`config.mk`:
```
export PLATFORM = sky130hd
export DESIGN_NAME = muldiv_sequencer_flat
export DESIGN_NICKNAME = d
export VERILOG_FILES = /design/src/rtl/muldiv_sequencer_if.sv /design/src/rtl/muldiv_sequencer.sv /design/src/flat_wrapper.sv
export SDC_FILE = /design/constraint.sdc
export NUM_CORES = 1
export LEC_CHECK = 0
export ABC_AREA = 1
export ABC_CLOCK_PERIOD_IN_PS = 3300
export CAP_MARGIN = 5
export CORE_MARGIN = 2
export CORE_UTILIZATION = 35
export CTS_CLUSTER_SIZE = 8
export DETAILED_ROUTE_END_ITERATION = 8
export GPL_TIMING_DRIVEN = 0
export PLACE_DENSITY_LB_ADDON = 0.1
export REMOVE_ABC_BUFFERS = 1
export SLEW_MARGIN = 25
export SYNTH_ARGS = -nofsm -noshare
export SYNTH_HDL_FRONTEND = slang
export SYNTH_SLANG_ARGS = --single-unit
```
`constraint.sdc`:
```
create_clock -name md_i_clk -period 3.3 [get_ports md_i_clk]
set_input_delay 0.495 -clock md_i_clk [delete_from_list [all_inputs] [get_ports md_i_clk]]
set_output_delay 0.495 -clock md_i_clk [all_outputs]
set_load 0.05 [all_outputs]
```
`src/rtl/muldiv_sequencer_if.sv`:
```
// Issue/result bundle between the execute stage and the multiply/divide sequencer.
// Latency: none, wires only; the sequencer owns all timing.
// Backpressure: md_o_busy stalls EX; EX holds md_i_ce upstream until busy drops.
interface muldiv_sequencer_if #(
    parameter int DWIDTH = 32
);
    logic              md_i_ce;
    logic [1:0]        md_i_op;
    logic [DWIDTH-1:0] md_i_rs;
    logic [DWIDTH-1:0] md_i_rt;
    logic              md_i_flush;
    logic              md_i_mthi;
    logic              md_i_mtlo;
    logic              md_o_busy;
    logic              md_o_done;
    logic [DWIDTH-1:0] md_o_hi;
    logic [DWIDTH-1:0] md_o_lo;

    // Execute-stage side: issues ops, reads HI/LO and the stall request
    modport master (
        output md_i_ce, md_i_op, md_i_rs, md_i_rt, md_i_flush, md_i_mthi, md_i_mtlo,
        input  md_o_busy, md_o_done, md_o_hi, md_o_lo
    );

    // Sequencer side
    modport slave (
        input  md_i_ce, md_i_op, md_i_rs, md_i_rt, md_i_flush, md_i_mthi, md_i_mtlo,
        output md_o_busy, md_o_done, md_o_hi, md_o_lo
    );
endinterface

```
`src/rtl/muldiv_sequencer.sv`:
```
// Iterative MULT/MULTU/DIV/DIVU sequencer (shift-add multiply, restoring divide) owning HI/LO.
// Latency: issue at t, done pulse and HI/LO update visible at t+DWIDTH+2 (t+2 for divide by zero).
// Backpressure: busy stalls EX while an op is in flight; md_i_ce outside IDLE is ignored.
// Optional MD_MTHILO_EN: direct HI/LO writes (mthi/mtlo) from md_i_rs while idle.
module muldiv_sequencer #(
    parameter int DWIDTH = 32,
    parameter int CNT_W  = 6
) (
    input  logic               md_i_clk,
    input  logic               md_i_rst_n,
    muldiv_sequencer_if.slave  md
);
    localparam logic [1:0] S_IDLE = 2'd0;
    localparam logic [1:0] S_CALC = 2'd1;
    localparam logic [1:0] S_FIX  = 2'd2;
    localparam logic [1:0] S_DONE = 2'd3;

    localparam int W = DWIDTH;

    logic [1:0]       state;
    logic [CNT_W-1:0] cnt;
    logic [2*W-1:0]   prod;       // mult: {acc, multiplier}; div: {remainder, dividend/quotient}
    logic [W-1:0]     opnd_b;     // multiplicand or divisor magnitude
    logic             is_div;
    logic             neg_lo;     // negate product / quotient at FIX
    logic             neg_hi;     // negate remainder at FIX
    logic             div_zero;   // prod already holds the raw {rs, all-ones} result
    logic [W-1:0]     hi_q;
    logic [W-1:0]     lo_q;

    logic             issue;
    logic             signed_op;
    logic             sign_a;
    logic             sign_b;
    logic [W-1:0]     abs_a;
    logic [W-1:0]     abs_b;

    logic [W:0]       mul_sum;
    logic [W:0]       div_shift;
    logic             div_ge;
    logic [W-1:0]     div_rem;
    logic [2*W-1:0]   step_prod;
    logic [2*W-1:0]   prod_neg;
    logic [W-1:0]     fix_hi;
    logic [W-1:0]     fix_lo;

    // A flush in IDLE squashes the instruction trying to issue this cycle
    assign issue     = (state == S_IDLE) && md.md_i_ce && !md.md_i_flush;
    assign signed_op = ~md.md_i_op[0];
    assign sign_a    = signed_op & md.md_i_rs[W-1];
    assign sign_b    = signed_op & md.md_i_rt[W-1];
    assign abs_a     = sign_a ? -md.md_i_rs : md.md_i_rs;
    assign abs_b     = sign_b ? -md.md_i_rt : md.md_i_rt;

    // One iteration of the shared datapath: shift-add for mult, restoring step for div
    always_comb begin
        mul_sum   = {1'b0, prod[2*W-1:W]} + (prod[0] ? {1'b0, opnd_b} : '0);
        div_shift = {prod[2*W-1:W], prod[W-1]};
        div_ge    = div_shift >= {1'b0, opnd_b};
        div_rem   = div_ge ? W'(div_shift - {1'b0, opnd_b}) : div_shift[W-1:0];
        step_prod = is_div ? {div_rem, prod[W-2:0], div_ge} : {mul_sum, prod[W-1:1]};
    end

    // Sign fix-up of the magnitude result into the HI/LO values committed at FIX
    always_comb begin
        prod_neg = -prod;
        fix_hi   = prod[2*W-1:W];
        fix_lo   = prod[W-1:0];
        if (!div_zero) begin
            if (is_div) begin
                fix_lo = neg_lo ? -prod[W-1:0]   : prod[W-1:0];
                fix_hi = neg_hi ? -prod[2*W-1:W] : prod[2*W-1:W];
            end else if (neg_lo) begin
                fix_hi = prod_neg[2*W-1:W];
                fix_lo = prod_neg[W-1:0];
            end
        end
    end

    // Control FSM and working registers
    always_ff @(posedge md_i_clk or negedge md_i_rst_n) begin
        if (!md_i_rst_n) begin
            state    <= S_IDLE;
            cnt      <= '0;
            prod     <= '0;
            opnd_b   <= '0;
            is_div   <= 1'b0;
            neg_lo   <= 1'b0;
            neg_hi   <= 1'b0;
            div_zero <= 1'b0;
        end else begin
            case (state)
                S_IDLE: begin
                    if (issue) begin
                        cnt    <= CNT_W'(W);
                        opnd_b <= abs_b;
                        is_div <= md.md_i_op[1];
                        neg_lo <= sign_a ^ sign_b;
                        neg_hi <= sign_a;
                        // Divide by zero skips the iterations but still commits through FIX
                        if (md.md_i_op[1] && (md.md_i_rt == '0)) begin
                            prod     <= {md.md_i_rs, {W{1'b1}}};
                            div_zero <= 1'b1;
                            state    <= S_FIX;
                        end else begin
                            prod     <= {{W{1'b0}}, abs_a};
                            div_zero <= 1'b0;
                            state    <= S_CALC;
                        end
                    end
                end
                S_CALC: begin
                    if (md.md_i_flush) begin
                        state <= S_IDLE;
                    end else begin
                        prod <= step_prod;
                        cnt  <= cnt - 1'b1;
                        if (cnt == CNT_W'(1)) state <= S_FIX;
                    end
                end
                S_FIX:   state <= md.md_i_flush ? S_IDLE : S_DONE;
                default: state <= S_IDLE;
            endcase
        end
    end

    // HI/LO: committed at FIX unless flushed; optionally written directly while idle
    always_ff @(posedge md_i_clk or negedge md_i_rst_n) begin
        if (!md_i_rst_n) begin
            hi_q <= '0;
            lo_q <= '0;
        end else if (state == S_FIX && !md.md_i_flush) begin
            hi_q <= fix_hi;
            lo_q <= fix_lo;
        end
`ifdef MD_MTHILO_EN
        else if (state == S_IDLE && !md.md_i_ce) begin
            if (md.md_i_mthi) hi_q <= md.md_i_rs;
            if (md.md_i_mtlo) lo_q <= md.md_i_rs;
        end
`endif
    end

`ifndef MD_MTHILO_EN
    logic unused_mthilo;
    assign unused_mthilo = md.md_i_mthi ^ md.md_i_mtlo;
`endif

    // busy drops in the DONE cycle so EX can issue the next op right after the pulse
    assign md.md_o_busy = (state == S_CALC) || (state == S_FIX) || ((state == S_IDLE) && md.md_i_ce);
    assign md.md_o_done = (state == S_DONE);
    assign md.md_o_hi   = hi_q;
    assign md.md_o_lo   = lo_q;
endmodule

```
`src/flat_wrapper.sv`:
```
// flat-port wrapper written by rule: the top's interface ports become plain ports
module muldiv_sequencer_flat 
#(
    parameter int DWIDTH = 32,
    parameter int CNT_W  = 6
)
  (md_i_clk, md_i_rst_n, md_md_i_ce, md_md_i_op, md_md_i_rs, md_md_i_rt, md_md_i_flush, md_md_i_mthi, md_md_i_mtlo, md_md_o_busy, md_md_o_done, md_md_o_hi, md_md_o_lo);
  muldiv_sequencer_if #(.DWIDTH(DWIDTH)) md_i ();
  input  logic md_i_clk;
  input  logic md_i_rst_n;
  input wire logic [$bits(md_i.md_i_ce)-1:0] md_md_i_ce;
  input wire logic [$bits(md_i.md_i_op)-1:0] md_md_i_op;
  input wire logic [$bits(md_i.md_i_rs)-1:0] md_md_i_rs;
  input wire logic [$bits(md_i.md_i_rt)-1:0] md_md_i_rt;
  input wire logic [$bits(md_i.md_i_flush)-1:0] md_md_i_flush;
  input wire logic [$bits(md_i.md_i_mthi)-1:0] md_md_i_mthi;
  input wire logic [$bits(md_i.md_i_mtlo)-1:0] md_md_i_mtlo;
  output wire logic [$bits(md_i.md_o_busy)-1:0] md_md_o_busy;
  output wire logic [$bits(md_i.md_o_done)-1:0] md_md_o_done;
  output wire logic [$bits(md_i.md_o_hi)-1:0] md_md_o_hi;
  output wire logic [$bits(md_i.md_o_lo)-1:0] md_md_o_lo;
  assign md_i.md_i_ce = md_md_i_ce;
  assign md_i.md_i_op = md_md_i_op;
  assign md_i.md_i_rs = md_md_i_rs;
  assign md_i.md_i_rt = md_md_i_rt;
  assign md_i.md_i_flush = md_md_i_flush;
  assign md_i.md_i_mthi = md_md_i_mthi;
  assign md_i.md_i_mtlo = md_md_i_mtlo;
  assign md_md_o_busy = md_i.md_o_busy;
  assign md_md_o_done = md_i.md_o_done;
  assign md_md_o_hi = md_i.md_o_hi;
  assign md_md_o_lo = md_i.md_o_lo;
  muldiv_sequencer #(.DWIDTH(DWIDTH), .CNT_W(CNT_W)) u_core (.md_i_clk(md_i_clk), .md_i_rst_n(md_i_rst_n), .md(md_i));
endmodule
```
Word level (Yosys, flattened, before mapping)
Cells that the tools add are included.
Widths: inputs -> output; s select.
{"block": "classes", "n_addsub": 8, "n_mul": 0, "div_mod_pow": 0, "magnitude_cmp": 1, "n_eq_ne": 7, "shift": 0, "mux": 27, "bitwise": 4, "n_reduce_logical": 13}
{"cell": "$mux 32", "n": 12}
{"cell": "$mux 64", "n": 4}
{"cell": "$neg 32->32", "n": 4}
{"cell": "$pmux 64 s2", "n": 1}
{"cell": "$neg 64->64", "n": 1}
{"cell": "$add 32x32->33", "n": 1}
{"cell": "$ge 33x32->1", "n": 1}
{"cell": "$logic_not 32->1", "n": 1}
{"cell": "$sub 32x32->32", "n": 1}
{"cell": "$mux 6", "n": 2}
{"cell": "$pmux 6 s2", "n": 1}
{"cell": "$mux 2", "n": 5}
{"cell": "$eq 6x1->1 const B", "n": 1}
{"cell": "$pmux 2 s3", "n": 1}
{"cell": "$sub 6x1->6 const B", "n": 1}
{"cell": "$eq 2x2->1 const B", "n": 2}
{"cell": "$logic_and 1x1->1", "n": 4}
{"cell": "$reduce_and 2->1", "n": 2}
{"cell": "$ne 3x2->1 const B", "n": 1}
{"cell": "$reduce_and 3->1", "n": 1}
{"cell": "$and 1x1->1", "n": 2}
{"cell": "$eq 2x1->1 const B", "n": 1}
{"cell": "$logic_not 2->1", "n": 1}
{"cell": "$logic_or 1x1->1", "n": 2}
{"cell": "other kinds (7)", "n": 7}
{"block": "totals", "reg_bits": 172, "latch_bits": 0, "ramBits": 0, "romBits": 0, "input_bits": 72, "out_inout_bits": 66, "elab_cells": 70, "mem_count": 0}

Longest topological paths before layout
{"block": "logic_depth", "depth_word": 6, "mapped_depth": 20, "ltp_nobuf": 18}

Least setup slack after synthesis
Ideal clock, no wire load.
{"block": "synth_timing", "path_type": "register to register", "startpoint": "register u_core.prod[0]", "endpoint": "register u_core.prod[55]", "setup_ps": 117, "t_arrival_ps": 2329, "setup_slack_ps": 854, "stages_incl_launch_ff": 19, "path_buffers": 2, "synth_period_minus_slack_ps": 2446, "cell_sequence": "dfrtp_1 buf_2 clkbuf_1 nand2_1 inv_1 ha_1 fa_1 nand3_1 nand3_1 nand2_1 o211ai_1 nand2_1 nand2_1 nand2_1 nand3_1 nand3_1 nand3_1 nand2_1 nand2_1"}
{"block": "synth_between", "elab_chain_cells": 5}
{"element": "from (decl)", "line_no": "muldiv_sequencer.sv:22", "source": "logic [2*W-1:0] prod;"}
{"element": "from (signal assigned)", "line_no": "muldiv_sequencer.sv:102", "source": "prod <= {md.md_i_rs, {W{1'b1}}};"}
{"element": "from (signal assigned)", "line_no": "muldiv_sequencer.sv:106", "source": "prod <= {{W{1'b0}}, abs_a};"}
{"element": "from (signal assigned)", "line_no": "muldiv_sequencer.sv:116", "source": "prod <= step_prod;"}
{"element": "$mux 32", "line_no": "muldiv_sequencer.sv:57", "source": "mul_sum = {1'b0, prod[2*W-1:W]} + (prod[0] ? {1'b0, opnd_b} : '0);"}
{"element": "$add 32x32->33", "line_no": "muldiv_sequencer.sv:57"}
{"element": "$mux 64", "line_no": "muldiv_sequencer.sv:61", "source": "step_prod = is_div ? {div_rem, prod[W-2:0], div_ge} : {mul_sum, prod[W-1:1]};"}
{"element": "$mux 64", "line_no": "muldiv_sequencer.sv:113", "source": "if (md.md_i_flush) begin"}
{"element": "$pmux 64 s2", "line_no": "muldiv_sequencer.sv:92", "source": "case (state)"}
Every way passes these cells. The select of a mux whose other input is x is not followed.
A chain may end at the register's enable or synchronous reset.

Worst setup path in the final report
{"block": "layout_timing", "startpoint": "register u_core.prod[0]", "endpoint": "register u_core.prod[58]"}
Same word-level chain as after synthesis.

==> results_dict.tcl <==
set metrics [dict create \
    status "finished clean" \
    n_antenna_cell 0 \
    final-max-slew-violation-count 0 \
    combPwrFrac 0.683 \
    hold_viol 0 \
    first_iter_violations 1525 \
    first_pass_iters 5 \
    grt_pass1_wl_um 110000 \
    netlist_area_um2 17600 \
    area_delta_synth_final_pct 16.9 \
    path_max_fanout 15 \
    synthFlopType "dfrtp_1" \
    port_buffers 135 \
    drive_gt1_frac 0.0389 \
    yosysWarningCount 0 \
    synth_edf_count 0 \
    fillers 5581 \
    crit_start "u_core.prod[0]" \
    syn_inst 3015 \
    start_util 0.353 \
    power.switching_mw 12.4 \
    clock_path_buffers 2 \
    synth_top_family_by_area "simple AND/OR/NAND/NOR gates" \
    place_congestion 0.958 \
    p_seq_frac 0.219 \
    grt_pass1_vias 19100 \
    r2r_slack_ps 150 \
    rr_endpoint "u_core.prod[58]" \
    dr_total_vias 19600 \
    min_path_type "input pin to async pin" \
    ys_async_sr_fraction 1.00 \
    synth_compound_area_frac 0.129 \
    rsz0062_at_grt "false" \
    cts-buffers-inserted 17 \
    post-route-util 0.412 \
    vdd_drop_max_uv 472 \
    p_int_mw 8.82 \
    pin_count 138 \
    setup-violations-final 0 \
    cap_violations 0 \
    clkPwrFrac 0.099 \
    synth.area.mux_share 0 \
    routed_wl_um 72000 \
    finClkSkew_ps 15.7 \
    post-route-period-util 0.955 \
    synth_simple_gate_area_frac 0.410 \
    clk_pin_slew_ps 80 \
    reg2reg_depth 15 \
    crit_path_end_kind "register" \
    p_leak_nw 10.5 \
    post_synth_num_cell_types 42 \
    cts_root_buf "clkbuf_16" \
    switching_share 0.585 \
    gr-total-overflow 0 \
    grt_max_degree 97 \
    cp_data_required_time_ps 3690 \
    cp.arrival_ps 3540 \
    place_hpwl_um 57100 \
    crit_end "u_core.prod[58]" \
    regToRegStartpoint "u_core.prod[0]" \
    layout.cells.non_filler 3784 \
    placed_cells 3741 \
    drc 0 \
    core_area_um2 50000 \
    die_h_um 228 \
    die_w_um 228 \
    tightest_slew_ps 890 \
    syn-mean-instance-area_um2 5.84 \
    grtUsageTotal 0.275 \
    wl_per_cell_um 19.0 \
    synth_seq_cells 172 \
    p_per_area_nw_per_um2 1030 \
    finalPower_mw 21.2 \
    cp-start-kind "register" \
    seq_area_frac_synth 0.244 \
    synth_fa_ha_area_frac 0.0548 \
    via_per_inst 5.18 \
    ant_nets 0 \
    die_area_um2 52100 \
    nNetsFinal 3247 \
    rows 82 \
    cts_tree "built" \
    fmax_ghz 0.317 \
    finalCriticalPeriod_ps 3150 \
    synthXorXnorAreaFrac 0.0448 \
    htreeDepth 4 \
    max_slew_margin 0.406 \
    critPathKind "register to register" \
    antenna_found_initial 0 \
    clock_latency_ps 510 \
    clock_sinks 172 \
]
==> worst max-delay path, cell delays in order (launching register included) <==
cell     delay (ps)
dfrtp_4         590
buf_4           190
nand2_1          50
inv_1            40
ha_1            330
nand2_1         170
inv_1            60
a21oi_1         260
nand2_1         160
a21oi_1         560
or2_2           240
nand3_1          60
nand3_1         100
nand3_1         110
nand2_1          70
nand2_1          50
==> kinds of logic (layout without fill, tap and decap cells) <==
group                    count (synthesis)  after routing
flip-flops                             172            172
AO/OA/AOI/OAI                          427            427
buffers and inverters                  539            635
XOR/XNOR                                90             90
AND/OR/NAND/NOR                       1711           1712
adder cells (fa/ha/maj)                 76             76
==> power by group through the flow <==
| stage | sequential, mW | clock (mW) | combinational (mW) |
|---|---|---|---|
| floorplan | 5.29 | 0 | 8.37 |
| CTS | 4.64 | 2.14 | 14.2 |
| detailed placement | 4.68 | 0 | 14.0 |
| global placement | 4.74 | 0 | 13.7 |
| finish | 4.65 | 2.09 | 14.5 |
| global route | 4.78 | 2.22 | 16.1 |
==> worst min path at each step <==
stage,slack (ps),from,end,cells after the start
global placement,460,u_core.md.md_o_hi[22],u_core.md.md_o_hi[22],2
CTS,480,md_i_rst_n,u_core.md.md_o_lo[9],2
global route,490,md_i_rst_n,u_core.md.md_o_lo[8],2
finish,480,md_i_rst_n,u_core.md.md_o_lo[8],2
detailed placement,430,md_i_rst_n,u_core.md.md_o_lo[9],1
floorplan,200,md_i_rst_n,u_core.cnt[0],0
==> stage by stage <==
stage	setup slack [ps]	hold WS, ps	setup TNS (ps)	instance area, um^2
2_1_floorplan	-4600	199	-284720	17200
3_3_place_gp	-9300	464	-1810490	19400
3_5_place_dp	-427	427	-9040	19800
4_1_cts	2.67	482	0	20500
5_1_grt	6.49	489	0	20600
6_report	148	476	0	20600
==> Yosys cell counts (2+ instances only) <==
library cell / n / share of area
ha_1: 74 / 0.053
nand3_1: 240 / 0.068
buf_2: 16 / 0.0045
inv_2: 3 / 0.00064
xnor2_1: 10 / 0.0050
dfrtp_1: 172 / 0.24
o21bai_1: 10 / 0.0043
o211ai_1: 13 / 0.0055
clkinv_1: 5 / 0.0011
nor4_1: 9 / 0.0032
nor4_4: 2 / 0.0024
nor3_2: 3 / 0.0017
clkbuf_1: 75 / 0.016
o21a_1: 2 / 0.00085
o22ai_1: 3 / 0.0011
nor3_1: 42 / 0.012
inv_1: 432 / 0.092
nor2_1: 285 / 0.061
o21ai_0: 197 / 0.056
nand2_1: 1002 / 0.21
buf_1: 7 / 0.0015
nand3b_1: 17 / 0.0072
a21o_1: 5 / 0.0021
xor2_1: 80 / 0.040
a22oi_1: 15 / 0.0064
and2_1: 5 / 0.0018
or2_2: 8 / 0.0028
o31ai_1: 3 / 0.0013
a31oi_1: 7 / 0.0025
o21ai_1: 6 / 0.0017
fa_1: 2 / 0.0023
nor2_2: 7 / 0.0025
nand4_1: 85 / 0.030
a21oi_1: 164 / 0.047
nand3_2: 2 / 0.0011
==> per-layer routing <==
metal / vias to the layer above / global-route usage / share of wire
li1: 9841 / - / -
met1: 9142 / 0.353 / 0.45
met2: 518 / 0.456 / 0.46
met3: 102 / 0.0514 / 0.052
met4: 0 / 0.113 / 0.040
met5: - / 0 / 0
==> cell usage in the layout (no fill, tap or decap), drive strengths merged, types with 15 or more instances in the layout <==
master | Yosys | final
a21oi | 165 | 165
buf | 24 | 28
a22oi | 15 | 15
clkbuf | 75 | 21
nand3b | 17 | 17
nor3 | 46 | 46
ha | 74 | 74
nor2 | 293 | 294
dfrtp | 172 | 172
nand4 | 86 | 86
xor2 | 80 | 80
o21ai | 203 | 203
inv | 435 | 439
nand2 | 1003 | 1003
clkdlybuf4s50 | 0 | 134
nand3 | 242 | 242
==> state kept, by name (all words and copies together), names as in the netlist <==
signal             count
u_core.state           2
u_core.is_div          1
u_core.cnt             6
u_core.md.md_o_lo     32
u_core.prod           64
u_core.opnd_b         32
u_core.div_zero        1
u_core.neg_hi          1
u_core.md.md_o_hi     32
u_core.neg_lo          1
==> what timing repair did <==
item,CTS,global route
cloned,1,0
hold buffers,1,0
gates resized for setup,13,11
hold endpoints to repair,45,0
setup endpoints to repair,30,33
pin swaps,3,1
setup buffers,2,7
==> final cells by class <==
cell class	count	area [um^2]	share of cell area
inverter	440	1670	0.0813
clock buffer	21	460	0.0224
timing repair buffer	163	1810	0.0877
tap	672	841	0.0408
sequential	172	4330	0.210
multi-input combinational	2305	11400	0.552
clock inverter	11	109	0.00529
(Power assumes the default switching activity.)
